[src/rtl/nonce_dispatcher.sv]
// nonce_dispatcher: hands consecutive nonces to idle SHA cores in round-robin order and reports
// the first winning nonce or exhaustion of the nonce space; grants are combinational, results one cycle after the deciding done.
module nonce_dispatcher #(
  parameter int NUM_CORES = 4,
  parameter int NONCE_W   = 32
) (
  input  logic                 clk,
  input  logic                 n_rst,
  input  logic                 start,
  input  logic                 abort,
  input  logic [NUM_CORES-1:0] core_ready,
  input  logic [NUM_CORES-1:0] core_done,
  input  logic [NUM_CORES-1:0] core_hit,
  output logic [NUM_CORES-1:0] core_start,
  output logic [NONCE_W-1:0]   core_nonce,
  output logic                 busy,
  output logic                 found,
  output logic [NONCE_W-1:0]   found_nonce,
  output logic                 exhausted
);

  localparam int IDX_W = $clog2(NUM_CORES);

  typedef enum logic [2:0] {
    S_IDLE,
    S_DISPATCH,
    S_DRAIN,
    S_FOUND,
    S_EXHAUST
  } state_t;

  state_t               state, state_nxt;
  logic [NONCE_W-1:0]   next_nonce;
  logic                 last_issued;
  logic [NUM_CORES-1:0] inflight;
  logic [NONCE_W-1:0]   held_nonce [NUM_CORES];
  logic [IDX_W-1:0]     rr;

  logic                 searching;
  logic                 any_hit;
  logic                 gnt_vld;
  logic                 grant;
  logic                 last_nonce;
  logic [NUM_CORES-1:0] eligible;
  logic [NUM_CORES-1:0] hit_vec;
  logic [IDX_W-1:0]     gnt_idx;
  logic [IDX_W-1:0]     hit_idx;
  logic [IDX_W-1:0]     rr_nxt;

  assign searching  = (state == S_DISPATCH) || (state == S_DRAIN);
  assign hit_vec    = searching ? (core_done & core_hit & inflight) : '0;
  assign any_hit    = |hit_vec;
  // A core whose done arrives this cycle is still marked inflight, so it cannot be re-granted yet.
  assign eligible   = core_ready & ~inflight;
  assign last_nonce = &next_nonce;
  assign grant      = (state == S_DISPATCH) && !abort && !any_hit && !last_issued && gnt_vld;
  assign rr_nxt     = (gnt_idx == IDX_W'(NUM_CORES - 1)) ? '0 : gnt_idx + IDX_W'(1);

  always_comb begin : rr_search
    int idx;
    gnt_vld = 1'b0;
    gnt_idx = '0;
    idx     = 0;
    for (int k = 0; k < NUM_CORES; k++) begin
      idx = int'(rr) + k;
      if (idx >= NUM_CORES) idx = idx - NUM_CORES;
      if (!gnt_vld && eligible[IDX_W'(idx)]) begin
        gnt_vld = 1'b1;
        gnt_idx = IDX_W'(idx);
      end
    end
  end

  always_comb begin : lowest_hit
    hit_idx = '0;
    for (int i = NUM_CORES - 1; i >= 0; i--) begin
      if (hit_vec[i]) hit_idx = IDX_W'(i);
    end
  end

  always_ff @(posedge clk or negedge n_rst) begin
    if (!n_rst) state <= S_IDLE;
    else        state <= state_nxt;
  end

  always_comb begin
    state_nxt = state;
    if (abort) begin
      state_nxt = S_IDLE;
    end else begin
      case (state)
        S_IDLE:     if (start) state_nxt = S_DISPATCH;
        S_DISPATCH: begin
          if (any_hit)                  state_nxt = S_FOUND;
          else if (grant && last_nonce) state_nxt = S_DRAIN;
        end
        S_DRAIN: begin
          if (any_hit)                           state_nxt = S_FOUND;
          else if ((inflight & ~core_done) == '0) state_nxt = S_EXHAUST;
        end
        S_FOUND:    state_nxt = S_IDLE;
        S_EXHAUST:  state_nxt = S_IDLE;
        default:    state_nxt = S_IDLE;
      endcase
    end
  end

  always_comb begin
    core_start = '0;
    core_nonce = '0;
    if (grant) begin
      core_start[gnt_idx] = 1'b1;
      core_nonce          = next_nonce;
    end
    busy      = searching;
    found     = (state == S_FOUND);
    exhausted = (state == S_EXHAUST);
  end

  always_ff @(posedge clk or negedge n_rst) begin
    if (!n_rst) begin
      next_nonce  <= '0;
      last_issued <= 1'b0;
      inflight    <= '0;
      rr          <= '0;
      found_nonce <= '0;
      for (int i = 0; i < NUM_CORES; i++) held_nonce[i] <= '0;
    end else if (abort) begin
      inflight <= '0;
    end else begin
      case (state)
        S_IDLE: begin
          if (start) begin
            next_nonce  <= '0;
            last_issued <= 1'b0;
            inflight    <= '0;
            rr          <= '0;
            found_nonce <= '0;
          end
        end
        S_DISPATCH, S_DRAIN: begin
          inflight <= (inflight & ~core_done) | core_start;
          if (any_hit) found_nonce <= held_nonce[hit_idx];
          if (grant) begin
            held_nonce[gnt_idx] <= next_nonce;
            rr                  <= rr_nxt;
            next_nonce          <= next_nonce + NONCE_W'(1);
            if (last_nonce) last_issued <= 1'b1;
          end
        end
        default: inflight <= '0;
      endcase
    end
  end

endmodule

[config.mk]
export PLATFORM = sky130hd
export DESIGN_NAME = nonce_dispatcher
export DESIGN_NICKNAME = d
export VERILOG_FILES = /design/src/rtl/nonce_dispatcher.sv
export SDC_FILE = /design/constraint.sdc
export NUM_CORES = 1
export LEC_CHECK = 0
export ABC_CLOCK_PERIOD_IN_PS = 2050
export BUFFER_PORTS_ARGS = -buffer_cell sky130_fd_sc_hd__buf_2
export CAP_MARGIN = 20
export CORE_ASPECT_RATIO = 2
export CORE_UTILIZATION = 30
export DETAILED_ROUTE_END_ITERATION = 10
export GPL_ROUTABILITY_DRIVEN = 0
export PLACE_DENSITY = 0.55
export SYNTH_ARGS = -nofsm -noshare
export SYNTH_HDL_FRONTEND = slang
export SYNTH_SLANG_ARGS = --single-unit
[constraint.sdc]
create_clock -name clk -period 2.05 [get_ports clk]
set_input_delay 0.3075 -clock clk [delete_from_list [all_inputs] [get_ports clk]]
set_output_delay 0.3075 -clock clk [all_outputs]
set_load 0.01 [all_outputs]
* Word level (Yosys, flattened, before mapping)
Cells that the tools add are included.
Word-level totals: input port bits 16, memories 0, bits in latches 0, register bits 202, memory bits (writable) 0, output and inout bits 71, ROM bits 0, word-level logic and storage cells 144
Cells by class: reduce and logical (&&, ||, !) cells 28, $lt $le $gt $ge 13, bitwise gates (word level) 10, div/mod/pow operators 0, shift-type cells 0, equality and inequality tests 12, add/sub/neg operators 9, $mul 0, muxes and demuxes 62
Operators by type and width (count):
- $mux W32 | 7
- $bwmux W128 | 1
- $pmux W32 S2 | 2
- $bmux W32 S2 | 1
- $demux W32 S2 | 1
- $add A32 B1 Y32 const B | 1
- $reduce_and A32 Y1 | 1
- $mux W2 | 15
- $mux W3 | 6
- $and A4 B4 Y4 | 4
- $lt A2 B4 Y1 const B | 4
- $mux W1 | 16
- $mux W4 | 4
- $ge A3 B3 Y1 const B | 5
- $logic_and A1 B1 Y1 | 10
- $pmux W3 S3 | 1
- $bmux W1 S2 | 4
- $ne A2 B2 Y1 const B | 4
- $ne A4 B3 Y1 const B | 2
- $not A4 Y4 | 2
- $pmux W4 S2 | 1
- $reduce_and A4 Y1 | 2
- $sub A2 B1 Y2 const B | 4
- $add A2 B2 Y3 const B | 2
- 26 further kinds | 34

* Longest topological paths before layout
depth after elaboration 23, mapped depth 9, gate-level depth less buffers 8

* Worst setup path after synthesis
OpenSTA, ideal clock, no wires.
kind reg-to-reg, start reg inflight[0], end reg held_nonce[73] in the netlist's numbering, slack 0.032 ns, stages on the path, launching flop included 10, data arrival time 1.893 ns, data required time 1.925 ns, path buffers 1, period minus slack after synthesis 2.018 ns, cell sequence dfrtp_1 > nand2b_1 > o21ai_0 > a21oi_1 > o22a_1 > inv_1 > ha_1 > nand3_4 > buf_6 > mux2_4
On the way: word-level cells in the longest chain between the ends 21
RTL lines:
- start, declared | RTL line 35 | logic [NUM_CORES-1:0] inflight;
- start signal, assigned | RTL line 142 | inflight <= (inflight & ~core_done) | core_start;
- $not A4 Y4 | RTL line 54 | assign eligible = core_ready & ~inflight;
- $and A4 B4 Y4 | RTL line 54
- $bmux W1 S2 | RTL line 67 | if (!gnt_vld && eligible[IDX_W'(idx)]) begin
- $mux W1 (implied by the code) (2 in series) | RTL line 67
- $mux W1 | RTL line 67
- $logic_not A1 Y1 | RTL line 67
- $logic_and A1 B1 Y1 | RTL line 67
- $mux W1 | RTL line 67
- [... 4 more ...]
- $logic_and A1 B1 Y1 | RTL line 67
- $mux W2 | RTL line 67
- $not A2 Y3 (implied by the code) | RTL line 145 | held_nonce[gnt_idx] <= next_nonce;
- $ge A3 B3 Y1 (implied by the code) / $lt A3 B1 Y1 (equally long branches) | RTL line 145
- $logic_and A1 B1 Y1 (implied by the code) | RTL line 145
- $mux W32 (implied by the code) | RTL line 145
- $demux W32 S2 | RTL line 145
- $bwmux W128 | RTL line 145
- end signal, assigned by index | RTL line 145
- end, declared | RTL line 36 | logic [NONCE_W-1:0] held_nonce [NUM_CORES];
Several ways; a longest one is shown, not always the timed one. The select of a mux whose other input is x is not followed. A chain may end at the register's enable or synchronous reset.

* Final worst setup path
start reg inflight[3], end out core_nonce[8]
On the way: word-level cells in the longest chain between the ends 17
RTL lines:
- $not A4 Y4 | RTL line 54
- $and A4 B4 Y4 | RTL line 54
- $bmux W1 S2 | RTL line 67
- $mux W1 (implied by the code) (2 in series) | RTL line 67
- $mux W1 | RTL line 67
- $logic_not A1 Y1 | RTL line 67
- $logic_and A1 B1 Y1 | RTL line 67
- $mux W1 | RTL line 67
- $logic_not A1 Y1 | RTL line 67
- $logic_and A1 B1 Y1 | RTL line 67
- $mux W1 | RTL line 67
- $logic_not A1 Y1 | RTL line 67
- $logic_and A1 B1 Y1 | RTL line 67
- $mux W1 | RTL line 67
- $logic_and A1 B1 Y1 (*) | RTL line 56 | assign grant = (state == S_DISPATCH) && !abort && !any_hit && !last_issued && gnt_vld;
- $mux W32 (*) | RTL line 111 | if (grant) begin
- end, declared | RTL line 15 | output logic [NONCE_W-1:0] core_nonce,
Mark *: on every way between the ends. The rest lies on a longest branch, timed or not. The select of a mux whose other input is x is not followed.

==> flow_results.org <==
** Clock network
- The later pin in the worst-skew pair is clocked with a latency of 500 ps.
- Clock transition at the registers of the reported paths :: 70 ps
- Number of clock sinks :: 202
- CTS tree :: built
- The number of clock buffers added by TritonCTS is 19.
- CTS H-tree depth :: 1
- Maximum buffer depth of the clock tree :: 3
- Root Buffer Master :: clkbuf_16

** Power
- Internal power comes to 7.72 mW.
- Of the total power, the clock network draws 39.1%.
- Final Total Pwr :: 10.5 mW
- Of the total power, the share spent switching nets is 26.6%.
- Across the VDD grid, the largest voltage drop is 0.000465 V.
- In this run the static leakage power is 7.39 nW.
- Combinational cells account for 19.3% of the total power.
- Part of the power in registers :: 41.5%
- Power dissipated by switching net loads :: 2.79 mW
- For this design the ratio of total power to cell area is 742 mW/mm2.

** Yosys
- The share of the Yosys chip area taken by registers is 49.9%.
- Fraction of post-synthesis cell area in the top cell type by area :: 49.9%
- Of the post-synthesis cell area, the part taken by muxes is 23.5%.
- Fraction of the mapped netlist area in adder cells :: 0.618%
- Largest family of logic cells by synthesized area :: multiplexers
- Cells taking the most area after synthesis :: dfrtp_1 50%, mux2_4 17%, mux2i_1 5.1%
- Post-synthesis instance area :: 0.0101 mm2
- Post-synth ARST share :: 100%
- Instance count of the mapped netlist :: 824
- Summing the areas of all and, or, nand and nor instances in the mapped netlist gives 12.0% of the synthesized area.
- In this run, distinct cell masters in the synthesized netlist total 62.
- During synthesis, Yosys emitted a total of 0 warnings.
- Post-synthesis cell type with the largest combined area :: dfrtp_1
- Main flop type after synthesis :: dfrtp_1
- Averaged over all synthesized cells, the footprint is 12.3 um2.
- Post-synthesis net count :: 845
- The synthesized netlist devotes 9.47% of its cell area to compound gates.
- Flip-flop and latch count after synthesis :: 202
- Count of flip-flops with a built-in enable after synthesis :: 0
- After Yosys synthesis, XOR and XNOR cells account for 0.173% of the synthesized area.

** Global routing
- In this run the most used layer during global routing was met2.
- Entering global routing, the biggest net connects 53 pins.
- The number of global-route vias before repair was 7980.
- Aggregate global routing overflow :: 0
- Global routing used 18.3% of the available tracks across all layers.
- The initial antenna violation count was 0.
- Met3 usage in global routing :: 1.89%
- The first global-routing pass estimated 48100 um of wire.
- GR met2 Demand/Resource :: 33.9%
- M1 GR Usage :: 21.2%

** STA
- RSZ-0062 raised after global routing :: true
- Setup violations remaining at the end of the flow were counted as 165.
- For the pin with the worst max-slew slack, the measured transition is 527 ps.
- Worst relative slew slack :: 64.8%
- The number of failing hold endpoints at the final stage is 0.
- The tightest hold path in the finished design has a slack of 209 ps.
- On the final layout, the worst clock skew is 16.7 ps.
- Fin. max-slew vios :: 0
- Post-layout worst setup margin :: -446 ps
- Final Critical Period :: 2500 ps
- Fmax :: 401 MHz
- After layout, the worst path uses 122% of the clock period.

** Placed design
- Inst Count DP :: 1368
- Half-perimeter wire length of the detailed placement result :: 19900 um
- Total of buffers placed on input and output ports :: 86

** Cells and area
- The net count of the finished layout is 1044.
- Number of standard cells in the layout, taps in and fillers out :: 1467
- The area growth from synthesis to layout is 40.0%.
- Leaving out fill and tap cells, the most frequent cells in the layout are 200 x dfrtp_1, 119 x mux2_4, 70 x buf_4.
- Share of cells above drive strength 1 :: 48.7%
- Antenna diodes :: 0
- Most common cell after layout, fill and taps aside :: dfrtp_1

** Worst setup path
- The signal on the critical path passes through nand2b_1 -> a41oi_4 -> and3_4 -> buf_12 -> buf_16 -> and3_4 -> buf_6.
- The worst register-to-register path has a setup slack of -380 ps.
- R2r worst-path depth :: 11
- For this design, the slowest cell found on the critical path is dfrtp_1.
- Worst Path Class, Setup :: reg -> out
- Crit start category :: flip-flop
- Capture point of the worst reg-to-reg path :: held_nonce[0]
- The worst setup path is captured at an output port.
- For the worst setup path, the data required time is 1740 ps.
- Crit path max fanout :: 6
- Counting stages on the worst path, the most repeated cell is and3_4.
- Endpoint arrival time on the critical path :: 2190 ps
- The number of buffers and inverters on the critical path is 3.
- In this run the critical register-to-register path is launched from inflight[3].
- Crit-path max cell delay :: 410 ps
- Gate family responsible for the most delay along the worst path :: simple AND/OR/NAND/NOR gates

** Floorplan
- Pin placement for this block handled 87 I/O pins.
- From left edge to right edge, the die measures 132 um.
- The die is 262 um tall.
- The floorplan step defined a die boundary enclosing 0.0345 mm2.
- Placeable core region :: 0.0330 mm2
- For this configuration, the core starts out at a cell density of 30.6%.
- Std-Cell Rows :: 94

** Status
- The flow ran to the end, but the final reports show violations.
- The final reports fail on negative setup slack.

** Routing
- The routed layout has 7550 vias.
- DRT Wirelength :: 32500 um
- In the final routed layout, each cell accounts on average for 22.2 um.
- Number of design-rule violations left by the first detailed-router iteration :: 383
- The first detailed-routing pass ran for 5 iterations.
- Once detail routing completed, the nets flagged for antenna violations numbered 0.
- Ratio of routed vias to standard cells :: 5.15
- For this run, design rule violations remaining after detail routing come to 0.

** Job
- Across the run, the number of max-cap violations was 0.

** Worst hold path
- In this run the most critical hold path is launched from core_done[2].
- Worst min-delay path endpoint :: inflight[2]
- Cell count of the worst hold path :: 4
- The worst hold path belongs to the class in -> reg.
power by group through the flow:
stage / sequential (mW) / clock, mW / combinational, mW
floorplan: 4.45 / 0 / 0.754
global placement: 4.42 / 0 / 1.44
detailed placement: 4.43 / 0 / 1.46
CTS: 4.36 / 4.20 / 1.91
global route: 4.39 / 4.35 / 2.17
finish: 4.37 / 4.11 / 2.03
timing repair:
item / CTS / global route
gates cloned: 11 / 5
hold buffers: 1 / 0
resized for setup: 111 / 115
endpoints found under the setup margin: 168 / 222
buffers inserted: 39 / 25
hold endpoints to repair: 45 / 0
pin swaps: 20 / 20
metrics by stage:
stage	area, um2	setup TNS [ps]	setup WS [ps]	util (%)
global route	14200	-48790	-546	42.9
global placement	11800	-5140	-160	35.8
detailed placement	11800	-13620	-192	35.8
CTS	13600	-29040	-453	41.2
floorplan	10100	0	31.9	-
finish	14200	-35740	-446	42.9
synthesized netlist by cell type (4+ instances only):
| master | count |
|---|---|
| inv_1 | 12 |
| buf_1 | 4 |
| nand3_1 | 24 |
| dfrtp_1 | 202 |
| ha_1 | 5 |
| and2_1 | 4 |
| mux2i_1 | 52 |
| nor2_1 | 23 |
| nand4_1 | 14 |
| buf_6 | 14 |
| and3_1 | 40 |
| nand3_4 | 4 |
| buf_2 | 8 |
| o22ai_1 | 32 |
| mux2_2 | 16 |
| clkbuf_1 | 45 |
| nand2_1 | 41 |
| mux2_4 | 112 |
| o21ai_0 | 7 |
| a21oi_1 | 38 |
| nand2b_1 | 22 |
| nor3_1 | 14 |
| a211oi_1 | 32 |
registers in the layout (all words and copies together), names as in the netlist:
| signal | cells |
|---|---|
| last_issued | 1 |
| rr | 2 |
| found_nonce | 32 |
| next_nonce | 32 |
| inflight | 4 |
| state | 3 |
| held_nonce | 128 |
area by class of cell:
| type | count | area (um2) |
|---|---|---|
| repair buffers | 250 | 2690 |
| clock buffers | 23 | 500 |
| multi-input cells | 537 | 5120 |
| flip-flops and latches | 202 | 5060 |
| fillers | 3004 | 18900 |
| inverters | 13 | 66.3 |
| clock inverters | 10 | 204 |
| well taps | 432 | 541 |
per-layer routing:
metal	share of wire (%)	up-vias
met3	3.8	78
met1	38	3865
met5	0	-
met2	53	195
met4	5.1	0
li1	-	3412
worst max path at each step:
stage,from,depth (start not counted),slack (ps),endpoint
3_5_place_dp,inflight[0],9,-190,core_nonce[7]
2_1_floorplan,inflight[0],9,30,held_nonce[73]
5_1_grt,inflight[3],8,-550,core_start[3]
6_report,inflight[3],7,-450,core_nonce[8]
4_1_cts,inflight[1],8,-450,core_nonce[7]
3_3_place_gp,inflight[0],9,-160,core_nonce[7]
logic make-up (layout without fill, tap and decap cells):
| kind of cell | Yosys count | count (layout) |
|---|---|---|
| multiplexers | 180 | 180 |
| buffers and inverters | 85 | 296 |
| XOR/XNOR | 2 | 2 |
| flip-flops | 202 | 202 |
| AND/OR/NAND/NOR | 209 | 209 |
| AO/OA/AOI/OAI | 141 | 141 |
| adder cells (fa/ha/maj) | 5 | 5 |
worst min-delay path: cells and delay by family:
family,cells,cell delay (ps)
buffers and inverters,1,120
AND/OR/NAND/NOR,2,160
AO/OA/AOI/OAI,1,90
(Power assumes the default switching activity.)
